`config.mk`:
```
export PLATFORM = sky130hd
export DESIGN_NAME = dmem_arbiter
export DESIGN_NICKNAME = d
export VERILOG_FILES = /design/src/rtl/dmem_pkg.sv /design/src/rtl/rr_arb2.sv /design/src/rtl/dmem_arbiter.sv
export SDC_FILE = /design/constraint.sdc
export NUM_CORES = 1
export LEC_CHECK = 0
export CAP_MARGIN = 20
export CORE_ASPECT_RATIO = 1.25
export CORE_MARGIN = 2
export CORE_UTILIZATION = 37
export DETAILED_ROUTE_END_ITERATION = 6
export PLACE_DENSITY = 0.76
export SLEW_MARGIN = 20
export SYNTH_ARGS = -nofsm -noshare
export SYNTH_HDL_FRONTEND = slang
export SYNTH_SLANG_ARGS = --single-unit
```
`constraint.sdc`:
```
create_clock -name clock -period 2 [get_ports clock]
set_clock_uncertainty 0.2 [all_clocks]
set_input_delay 0.3 -clock clock [delete_from_list [all_inputs] [get_ports clock]]
set_output_delay 0.3 -clock clock [all_outputs]
set_load 0.005 [all_outputs]
```
`src/rtl/dmem_pkg.sv`:
```
// dmem_pkg
// Shared definitions for the data-memory arbiter slice.
//   - FSM state encoding (IDLE, ISSUE, WAIT, DONE)
//   - access-size constants matching data_memory's size_in encoding
//   - req_t: one requester's transaction fields {addr, wdata, we, size}
package dmem_pkg;

  localparam logic [1:0] ST_IDLE  = 2'd0;
  localparam logic [1:0] ST_ISSUE = 2'd1;
  localparam logic [1:0] ST_WAIT  = 2'd2;
  localparam logic [1:0] ST_DONE  = 2'd3;

  localparam logic [1:0] SIZE_BYTE = 2'b00;
  localparam logic [1:0] SIZE_HALF = 2'b01;
  localparam logic [1:0] SIZE_WORD = 2'b10;

  typedef struct packed {
    logic [31:0] addr;
    logic [31:0] wdata;
    logic        we;
    logic [1:0]  size;
  } req_t;

endpackage

```
`src/rtl/rr_arb2.sv`:
```
// rr_arb2
// Two-way round-robin winner select with its 1-bit "last granted" pointer.
// Ports:
//   clock, reset (async, active-low)
//   req0, req1 : pending requests
//   grant      : high in the cycle a winner is accepted; updates last
//   win        : winning requester id (valid when any_req is high)
//   any_req    : at least one request pending
module rr_arb2 (
  input  logic clock,
  input  logic reset,
  input  logic req0,
  input  logic req1,
  input  logic grant,
  output logic win,
  output logic any_req
);

  logic last_q;
  logic last_d;

  // On a tie the requester that did not win last time gets the grant.
  always_comb begin
    win     = 1'b0;
    any_req = req0 | req1;
    if (req0 && req1) begin
      win = ~last_q;
    end else if (req1) begin
      win = 1'b1;
    end
    last_d = grant ? win : last_q;
  end

  // last resets to 1 so requester 0 takes the first tie.
  always_ff @(posedge clock or negedge reset) begin
    if (!reset) begin
      last_q <= 1'b1;
    end else begin
      last_q <= last_d;
    end
  end

endmodule

```
`src/rtl/dmem_arbiter.sv`:
```
// dmem_arbiter
// Shares the single data_memory port between the load/store path
// (requester 0) and the boot/debug loader (requester 1). One request is
// latched per transaction, the memory is strobed for one cycle, read
// latency is waited out, and a one-cycle ack returns to the winner.
// Ports:
//   clock, reset (async, active-low)
//   reqN/addrN/wdataN/weN/sizeN : requester N transaction, held until ackN
//   ackN, rdataN                : completion pulse and held read data
//   mem_addr/mem_wdata/mem_size : latched transaction fields
//   mem_re/mem_we               : memory strobes, ISSUE cycle only
//   mem_rdata                   : memory read data, valid RD_LAT cycles after mem_re
//   busy                        : arbiter not in IDLE
module dmem_arbiter
  import dmem_pkg::*;
#(
  parameter int unsigned RD_LAT = 1
) (
  input  logic        clock,
  input  logic        reset,
  input  logic        req0,
  input  logic [31:0] addr0,
  input  logic [31:0] wdata0,
  input  logic        we0,
  input  logic [1:0]  size0,
  input  logic        req1,
  input  logic [31:0] addr1,
  input  logic [31:0] wdata1,
  input  logic        we1,
  input  logic [1:0]  size1,
  output logic        ack0,
  output logic        ack1,
  output logic [31:0] rdata0,
  output logic [31:0] rdata1,
  output logic [31:0] mem_addr,
  output logic [31:0] mem_wdata,
  output logic [1:0]  mem_size,
  output logic        mem_re,
  output logic        mem_we,
  input  logic [31:0] mem_rdata,
  output logic        busy
);

  localparam logic [2:0] RD_LAT_M1 = 3'(RD_LAT - 1);

  logic [1:0]  state_q, state_d;
  logic [2:0]  cnt_q, cnt_d;
  req_t        txn_q, txn_d;
  logic        win_id_q, win_id_d;
  logic [31:0] rdata0_q, rdata0_d;
  logic [31:0] rdata1_q, rdata1_d;

  logic win;
  logic any_req;
  logic grant;

  assign grant = (state_q == ST_IDLE) && any_req;

  rr_arb2 u_arb (
    .clock   (clock),
    .reset   (reset),
    .req0    (req0),
    .req1    (req1),
    .grant   (grant),
    .win     (win),
    .any_req (any_req)
  );

  // Transaction FSM. The counter holds the remaining WAIT cycles; the
  // read data is captured in the WAIT cycle where it reaches zero.
  always_comb begin
    state_d  = state_q;
    cnt_d    = cnt_q;
    txn_d    = txn_q;
    win_id_d = win_id_q;
    rdata0_d = rdata0_q;
    rdata1_d = rdata1_q;
    case (state_q)
      ST_IDLE: begin
        if (any_req) begin
          win_id_d = win;
          txn_d    = win ? '{addr: addr1, wdata: wdata1, we: we1, size: size1}
                         : '{addr: addr0, wdata: wdata0, we: we0, size: size0};
          state_d  = ST_ISSUE;
        end
      end
      ST_ISSUE: begin
        if (txn_q.we) begin
          state_d = ST_DONE;
        end else begin
          cnt_d   = RD_LAT_M1;
          state_d = ST_WAIT;
        end
      end
      ST_WAIT: begin
        if (cnt_q == 3'd0) begin
          if (win_id_q) begin
            rdata1_d = mem_rdata;
          end else begin
            rdata0_d = mem_rdata;
          end
          state_d = ST_DONE;
        end else begin
          cnt_d = cnt_q - 3'd1;
        end
      end
      ST_DONE: begin
        state_d = ST_IDLE;
      end
      default: begin
        state_d = ST_IDLE;
      end
    endcase
  end

  always_ff @(posedge clock or negedge reset) begin
    if (!reset) begin
      state_q  <= ST_IDLE;
      cnt_q    <= 3'd0;
      txn_q    <= '0;
      win_id_q <= 1'b0;
      rdata0_q <= 32'd0;
      rdata1_q <= 32'd0;
    end else begin
      state_q  <= state_d;
      cnt_q    <= cnt_d;
      txn_q    <= txn_d;
      win_id_q <= win_id_d;
      rdata0_q <= rdata0_d;
      rdata1_q <= rdata1_d;
    end
  end

  // Strobes and acks decode straight from the state flops so the async
  // clear removes them without waiting for a clock edge.
  assign mem_re    = (state_q == ST_ISSUE) && !txn_q.we;
  assign mem_we    = (state_q == ST_ISSUE) && txn_q.we;
  assign ack0      = (state_q == ST_DONE) && !win_id_q;
  assign ack1      = (state_q == ST_DONE) && win_id_q;
  assign busy      = (state_q != ST_IDLE);
  assign mem_addr  = txn_q.addr;
  assign mem_wdata = txn_q.wdata;
  assign mem_size  = txn_q.size;
  assign rdata0    = rdata0_q;
  assign rdata1    = rdata1_q;

endmodule

```
==> metrics.md, run 1 <==
| Metric | Value |
|---|---|
| TritonRoute pass-1 iters | `4` |
| Overflow after GRT | `0` |
| GP Congestion | `0.7719` |
| Worst slew margin | `67.33%` |
| Post-Syn Area | `6446 sq um` |
| Initial antenna violation count | `0` |
| Tot GR Track Use | `17.66%` |
| Startpoint types | `flop` |
| Crit-path max FO | `16` |
| Total number of vias | `4782` |
| RSZ-0062 raised after global routing | `false` |
| Final ANT Viol Nets | `0` |
| CTS Buffer Depth | `2` |
| Share of cells above drive strength 1 | `15.87%` |
| Register area share after synthesis | `53.59%` |
| Share of the synthesized area in the top cell type | `53.18%` |
| Worst reg-to-reg path cell count | `7` |
| MaxCap Viol Count | `0` |
| Die span in y | `151.6 um` |
| Total CTS buffers | `17` |
| Initial DRC count | `127` |
| # DRC | `0` |
| Top Ports | `305` |
| Diode count | `0` |
| Syn-to-layout area delta | `56.44%` |
| Final nets | `977` |
| Final setup violation count | `0` |
| Seq. cell area | `3455 sq um` |
| Setup TNS | `0 ps` |
| Max Transition Viols Final | `0` |
| WHS | `208.5 ps` |
| Count leader, synth | `dfrtp_1` |
| Setup CP Type | `flop to flop` |
| Hold crit path type | `input port to asynchronous set/reset pin` |
| Routed Wire Length | `16380 um` |
| HPWL after DPL | `12210 um` |
| Rows | `53` |
| Clock sink total | `138` |
| Crit. Startpoint | `cnt_q[1]` |
| Yosys warns | `0` |
| Tmin final | `1929 ps` |
| CTS tree | `built` |
| Filler cell count | `1442` |
| PortBufs | `304` |
| H-tree Lvls | `4` |
| WP data required | `2090 ps` |
| Worst r2r dst | `rdata0[12]` |
| WL/cell | `15.85 um` |
| Worst-path clk slew | `60 ps` |
| DIE AREA | `18500 sq um` |
| R2r startpoint | `cnt_q[1]` |
| R2R setup slack | `70 ps` |
| Syn nets | `722` |
| Clk root buf | `clkbuf_16` |
| Avg Synthesized Cell Area | `11.83 sq um` |
| Worst Setup EP | `rdata0[12]` |
| First-pass GRT wire length | `25030 um` |
| Number of flops mapped to enable cells by yosys | `0` |
| Status | `finished clean` |
| Crit end category | `flop` |
| Clk_lat worst skew | `400 ps` |
| Total Power | `14610 uW` |
| Crit share post-route | `96.43%` |
| Worst EP arrival | `2020 ps` |
| Cell count after synthesis | `545` |
| Number of synthesized register bits | `138` |
| Top post-synthesis cells by count | `137 x dfrtp_1, 73 x buf_4, 69 x nand2_1` |
| FMAX | `518.5 MHz` |
| Peak VDD IR | `0.6877 mV` |
| Final hold violations | `0` |
| Synth Flop Type | `dfrtp_1` |
| Multi-input logic area | `2341 sq um` |
| Async SR Flop Fraction | `100.0%` |
| Pin count of the biggest net entering global routing | `70` |
| Core Box Area | `16980 sq um` |
| Die width | `122.1 um` |
| Via count of the first global-routing pass | `4954` |
| LEAKAGE | `0.004475 uW` |
| Pwr/cell area | `1448 nW/um^2` |
| Worst-margin pin slew | `490.1 ps` |
| Vias/cell | `4.629` |
| Post-synth cell types | `33` |
| Initial Util | `37.97%` |
| Ranking of synthesized cells by area | `dfrtp_1 53%, mux2i_1 10%, mux2_2 9.1%` |
| Synth area leader | `dfrtp_1` |
==> registers in the layout (all words and copies together) (netlist names) <==
| signal | count |
|---|---|
| rdata1 | 32 |
| mem_addr | 32 |
| txn_q | 1 |
| mem_wdata | 32 |
| rdata0 | 32 |
| win_id_q | 1 |
| u_arb.last_q | 1 |
| state_q | 2 |
| mem_size | 2 |
| cnt_q | 3 |
==> repair_timing <==
action                                  4_1_cts  5_1_grt
buffers inserted                              3        1
endpoints found under the setup margin        5       42
pin swaps                                     0        1
hold buffers                                  1        0
gates resized for setup                      18       11
gates cloned                                  0        2
endpoints found under the hold margin        44        0
==> kinds of logic (layout without fill, tap and decap cells) <==
logic type | after synthesis | after routing | synth area share, %
fa+ha+maj | 7 | 7 | 1.359
flops | 138 | 138 | 53.59
compound gates | 81 | 81 | 6.774
mux | 132 | 132 | 21.76
buf+inv | 102 | 370 | 10.85
simple gates | 85 | 85 | 5.668
==> worst min-delay path by stage <==
stage / cells past startpoint / slack [ps] / from / endpoint
after floorplan: 0 / -200 / reset / cnt_q[0]
after global placement: 1 / 80 / reset / rdata0[28]
after detailed placement: 1 / 80 / reset / rdata0[28]
after CTS: 2 / 210 / reset / rdata0[28]
after global routing: 2 / 250 / reset / rdata0[28]
final: 2 / 210 / reset / rdata0[28]
==> layer usage <==
metal / vias up / routed length [um] / track usage (%)
li1: 2312 / - / -
met1: 2261 / 6144 / 18.88
met2: 195 / 8663 / 32.23
met3: 14 / 1344 / 6.437
met4: 0 / 223 / 5.575
met5: - / 0 / 0
==> critical path, stage by stage, from the launching register on <==
cell and delay [ps]:
dfrtp_1 400, inv_1 110, ha_4 160, nand2b_4 60, nor3_4 210, buf_12 140
clkbuf_16 180, mux2_2 340
==> metrics by stage <==
| step | util [%] | cell area [sq um] | instances | worst slack (ps) |
|---|---|---|---|---|
| after floorplan | - | 6446 | 545 | 28.69 |
| final | 59.40 | 10080 | 1033 | 71.43 |
| after global routing | 59.40 | 10080 | 1033 | 1.076 |
| after CTS | 58.89 | 9997 | 1030 | -80.77 |
| after detailed placement | 55.06 | 9348 | 994 | -51.59 |
| after global placement | 55.06 | 9348 | 994 | 8.897 |
==> layout by cell type, fill, tap and decap left out, types with 2 or more instances in the layout <==
cell               n
mux2_2            52
buf_4             17
buf_2              4
clkbuf_16         19
ha_4               2
mux2i_1           67
buf_12             8
bufinv_16          4
nor2_1             3
dfrtp_1          137
inv_6              4
inv_1              2
ha_1               5
clkinvlp_4         3
clkdlybuf4s50_1  298
o21ai_0           52
nand2_1           69
nand3_1            2
nor2b_1            3
clkinv_2           3
mux2_1            13
o21ai_1           19
o311ai_0           2
inv_2              3
==> layout make-up <==
type	count	share of cell area (%)
multi-input combinational	305	23.21
inverter	6	0.2481
tap	220	2.730
clock inverter	14	1.911
sequential	138	34.26
clock buffer	18	4.256
timing repair buffer	332	33.39
==> where the power goes <==
part | total (uW) | internal (uW) | switching (uW)
logic | 6430 | 4070 | 2360
clock network | 3300 | 2100 | 1210
registers | 4870 | 4190 | 688
Note: power is estimated with default switching activity, not from simulation.
==> inputs of run 2 (changes only) <==
Settings changed: GPL_ROUTABILITY_DRIVEN set to 0.
==> results of run 2 <==
No change in the layout: final DEF, timing and power equal those of run 1.
==> inputs of run 3 (changes only) <==
Settings changed: SYNTH_HIERARCHICAL set to 1.
==> run 3 against run 2 <==
  * Critical path depth unchanged
  * Synthesized cell count increased by 0.18%
  * Global-route usage increased by 0.63 points
  * Largest cell class is now buffers
==> metrics.md, run 3 <==
| Metric | Value |
|---|---|
| Die span in y | `151.9 um (+0.22%)` |
| First-pass GRT wire length | `26130 um (+4.4%)` |
| Worst-path clk slew | `60 ps (about the same)` |
| Worst EP arrival | `2060 ps (+40 ps)` |
| Yosys warns | `6 (+6)` |
| Synth area leader | `dfrtp_1` |
| Count leader, synth | `dfrtp_1` |
| CP max-delay cell | `dfrtp_1` |
| Via count of the first global-routing pass | `5041 (+1.8%)` |
| Crit-path max FO | `8 (-8)` |
| Crit share post-route | `98.27% (+1.8 points)` |
| PortBufs | `304 (unchanged)` |
| Startpoint types | `flop` |
| Tot GR Track Use | `18.29% (+0.63 points)` |
| Pwr/cell area | `1472 nW/um^2 (+1.6%)` |
| Final Non-Filler Cells | `1049 (+1.5%)` |
| LEAKAGE | `0.004297 uW (-4.0%)` |
| Number of flops mapped to enable cells by yosys | `0 (unchanged)` |
| Setup TNS | `0 ps (unchanged)` |
| DIE AREA | `18580 sq um (+0.45%)` |
| Final setup violation count | `0 (unchanged)` |
| MaxCap Viol Count | `0 (unchanged)` |
| Cell count after synthesis | `546 (+0.18%)` |
| Commonest non-fill, non-tap cell in the layout | `clkdlybuf4s50_1` |
| FMAX | `508.8 MHz (-1.9%)` |
| Pin count of the biggest net entering global routing | `51 (-27%)` |
| WP data required | `2100 ps (about the same)` |
| Share of the synthesized area in the top cell type | `52.94% (-0.25 points)` |
| Diode count | `0 (unchanged)` |
| Status | `finished clean` |
| Register area share after synthesis | `53.34% (-0.25 points)` |
| Share of cells above drive strength 1 | `18.67% (+2.8 points)` |
| Rows | `54 (+1.9%)` |
| Number of synthesized register bits | `138 (unchanged)` |
| Clock sink total | `138 (unchanged)` |
| Avg Synthesized Cell Area | `11.86 sq um (+0.28%)` |
| WL/cell | `16.26 um (+2.6%)` |
| Ranking of synthesized cells by area | `dfrtp_1 53%, mux2_2 11%, mux2i_1 10%` |
| Placed cell count | `1007 (+1.3%)` |
| Seq. cell area | `3455 sq um (unchanged)` |
| Async SR Flop Fraction | `100.0% (unchanged)` |
| Synth Flop Type | `dfrtp_1` |
| Post-Syn Area | `6476 sq um (+0.47%)` |
| Worst slew margin | `69.82% (+2.5 points)` |
| H-tree Lvls | `4 (unchanged)` |
| Routed Wire Length | `17050 um (+4.1%)` |
| Worst-margin pin slew | `452.8 ps (-37.31 ps)` |
| Crit end category | `flop` |
| Core Box Area | `17300 sq um (+1.9%)` |
| Initial Util | `37.44% (-0.53 points)` |
| Top Ports | `305 (unchanged)` |
| Most frequent cells in the layout | `298 x clkdlybuf4s50_1, 137 x dfrtp_1, 69 x nor2_1, 68 x a21oi_1, 67 x mux2i_1` |
| # DRC | `0 (unchanged)` |
| Post-route setup slack | `34.61 ps (-36.82 ps)` |
| Clk root buf | `clkbuf_16` |
| Multi-input logic area | `2360 sq um (+0.80%)` |
| Total CTS buffers | `17 (unchanged)` |
| Initial antenna violation count | `0 (unchanged)` |
| HPWL after DPL | `12640 um (+3.5%)` |
| Final ANT Viol Nets | `0 (unchanged)` |
| Vias/cell | `4.677 (+1.0%)` |
| Clk_lat worst skew | `410 ps (about the same)` |
| Tmin final | `1965 ps (+36.82 ps)` |
| CTS tree | `built` |
| Die width | `122.3 um (+0.22%)` |
| CTS Buffer Depth | `2 (unchanged)` |
| Syn nets | `723 (+0.14%)` |
| Syn-to-layout area delta | `57.88%` |
| Total number of vias | `4906 (+2.6%)` |
| Setup CP Type | `flop to flop` |
| WP buf/inv | `4 (+1)` |
| CP max stage delay | `400 ps (about the same)` |
| Pre-CTS WS | `-103.3 ps (-51.71 ps)` |
| Max Transition Viols Final | `0 (unchanged)` |
| Total Power | `15050 uW (+3.0%)` |
| Peak VDD IR | `0.5521 mV (-20%)` |
| Final hold violations | `0 (unchanged)` |
| Filler cell count | `1483 (+2.8%)` |
| Initial DRC count | `109 (-14%)` |
| Crit path cell chain | `buf_4, inv_4, ha_1, nor3b_4, buf_6, clkbuf_16, mux2_2` |
| Post-synth cell types | `33 (unchanged)` |
| Hold crit path type | `input port to asynchronous set/reset pin` |
| Overflow after GRT | `0 (unchanged)` |
| Final nets | `989 (+1.2%)` |
| Crit-path leading delay family | `buffers and inverters` |
| TritonRoute pass-1 iters | `5 (+1)` |
| Top post-synthesis cells by count | `137 x dfrtp_1, 69 x buf_4, 69 x nor2_1` |
## run 3: logic make-up (layout without fill, tap and decap cells)
group | count (synthesis) | after routing | synth area share (%)
DFF | 138 | 138 | 53.34
muxes | 134 | 134 | 22.06
buffers and inverters | 102 | 381 | 10.84
and+or+nand+nor | 90 | 90 | 6.376
AOI/OAI and AO/OA | 75 | 75 | 6.028
adders and majority gates | 7 | 7 | 1.352
## run 3: path summary, 6_finish.rpt
| kind | from | cells after the start | end | slack (ps) |
|---|---|---|---|---|
| worst max-delay path | state_q[0] | 7 | rdata0[27] | 30 |
| worst min-delay path | reset | 2 | rdata1[26] | 180 |
| worst max register to register | state_q[0] | 7 | rdata0[27] | 30 |
| worst min register to register | rdata1[5] | 1 | rdata1[5] | 300 |
| max in group asynchronous | reset | 3 | rdata1[30] | 800 |
| min in group clock | mem_rdata[6] | 2 | rdata1[6] | 300 |
## run 3: per-stage QoR
stage          area (sq um)  hold slack [ps]  util, %
4_1_cts               10120            182.8    58.51
5_1_grt               10220            212.5    59.11
3_3_place_gp           9487            63.13    54.85
2_1_floorplan          6476           -195.6        -
6_report              10220            179.7    59.11
3_5_place_dp           9487            64.29    54.85
## run 3: routing by layer
layer  GRT usage (%)  part of all wire [%]  vias to the layer above
met5               0                     0                        -
met2           31.96                    52                      213
li1                -                     -                     2343
met3           6.907                   9.1                       28
met4           7.663                   2.5                        0
met1           19.46                    37                     2322
## run 3: final cells by class
type                    instances  area share [%]
clock buffers                  17           4.161
clock inverters                15           1.725
inverters                       6          0.2447
multi-input cells             306           23.08
flip-flops and latches        138           33.79
well taps                     224           2.741
repair buffers                343           34.26
## run 3: power breakdown
group          leakage [uW]  internal, uW  switching, uW
registers           0.00157          4200            745
clock network      0.000301          1890           1340
logic               0.00243          4380           2490
## run 3: timing repair
| action | CTS | global route |
|---|---|---|
| cloned | 0 | 3 |
| setup endpoints to repair | 5 | 35 |
| setup buffers | 4 | 2 |
| hold buffers | 1 | 0 |
| resized for setup | 19 | 11 |
| pin swaps | 0 | 2 |
| endpoints found under the hold margin | 61 | 0 |
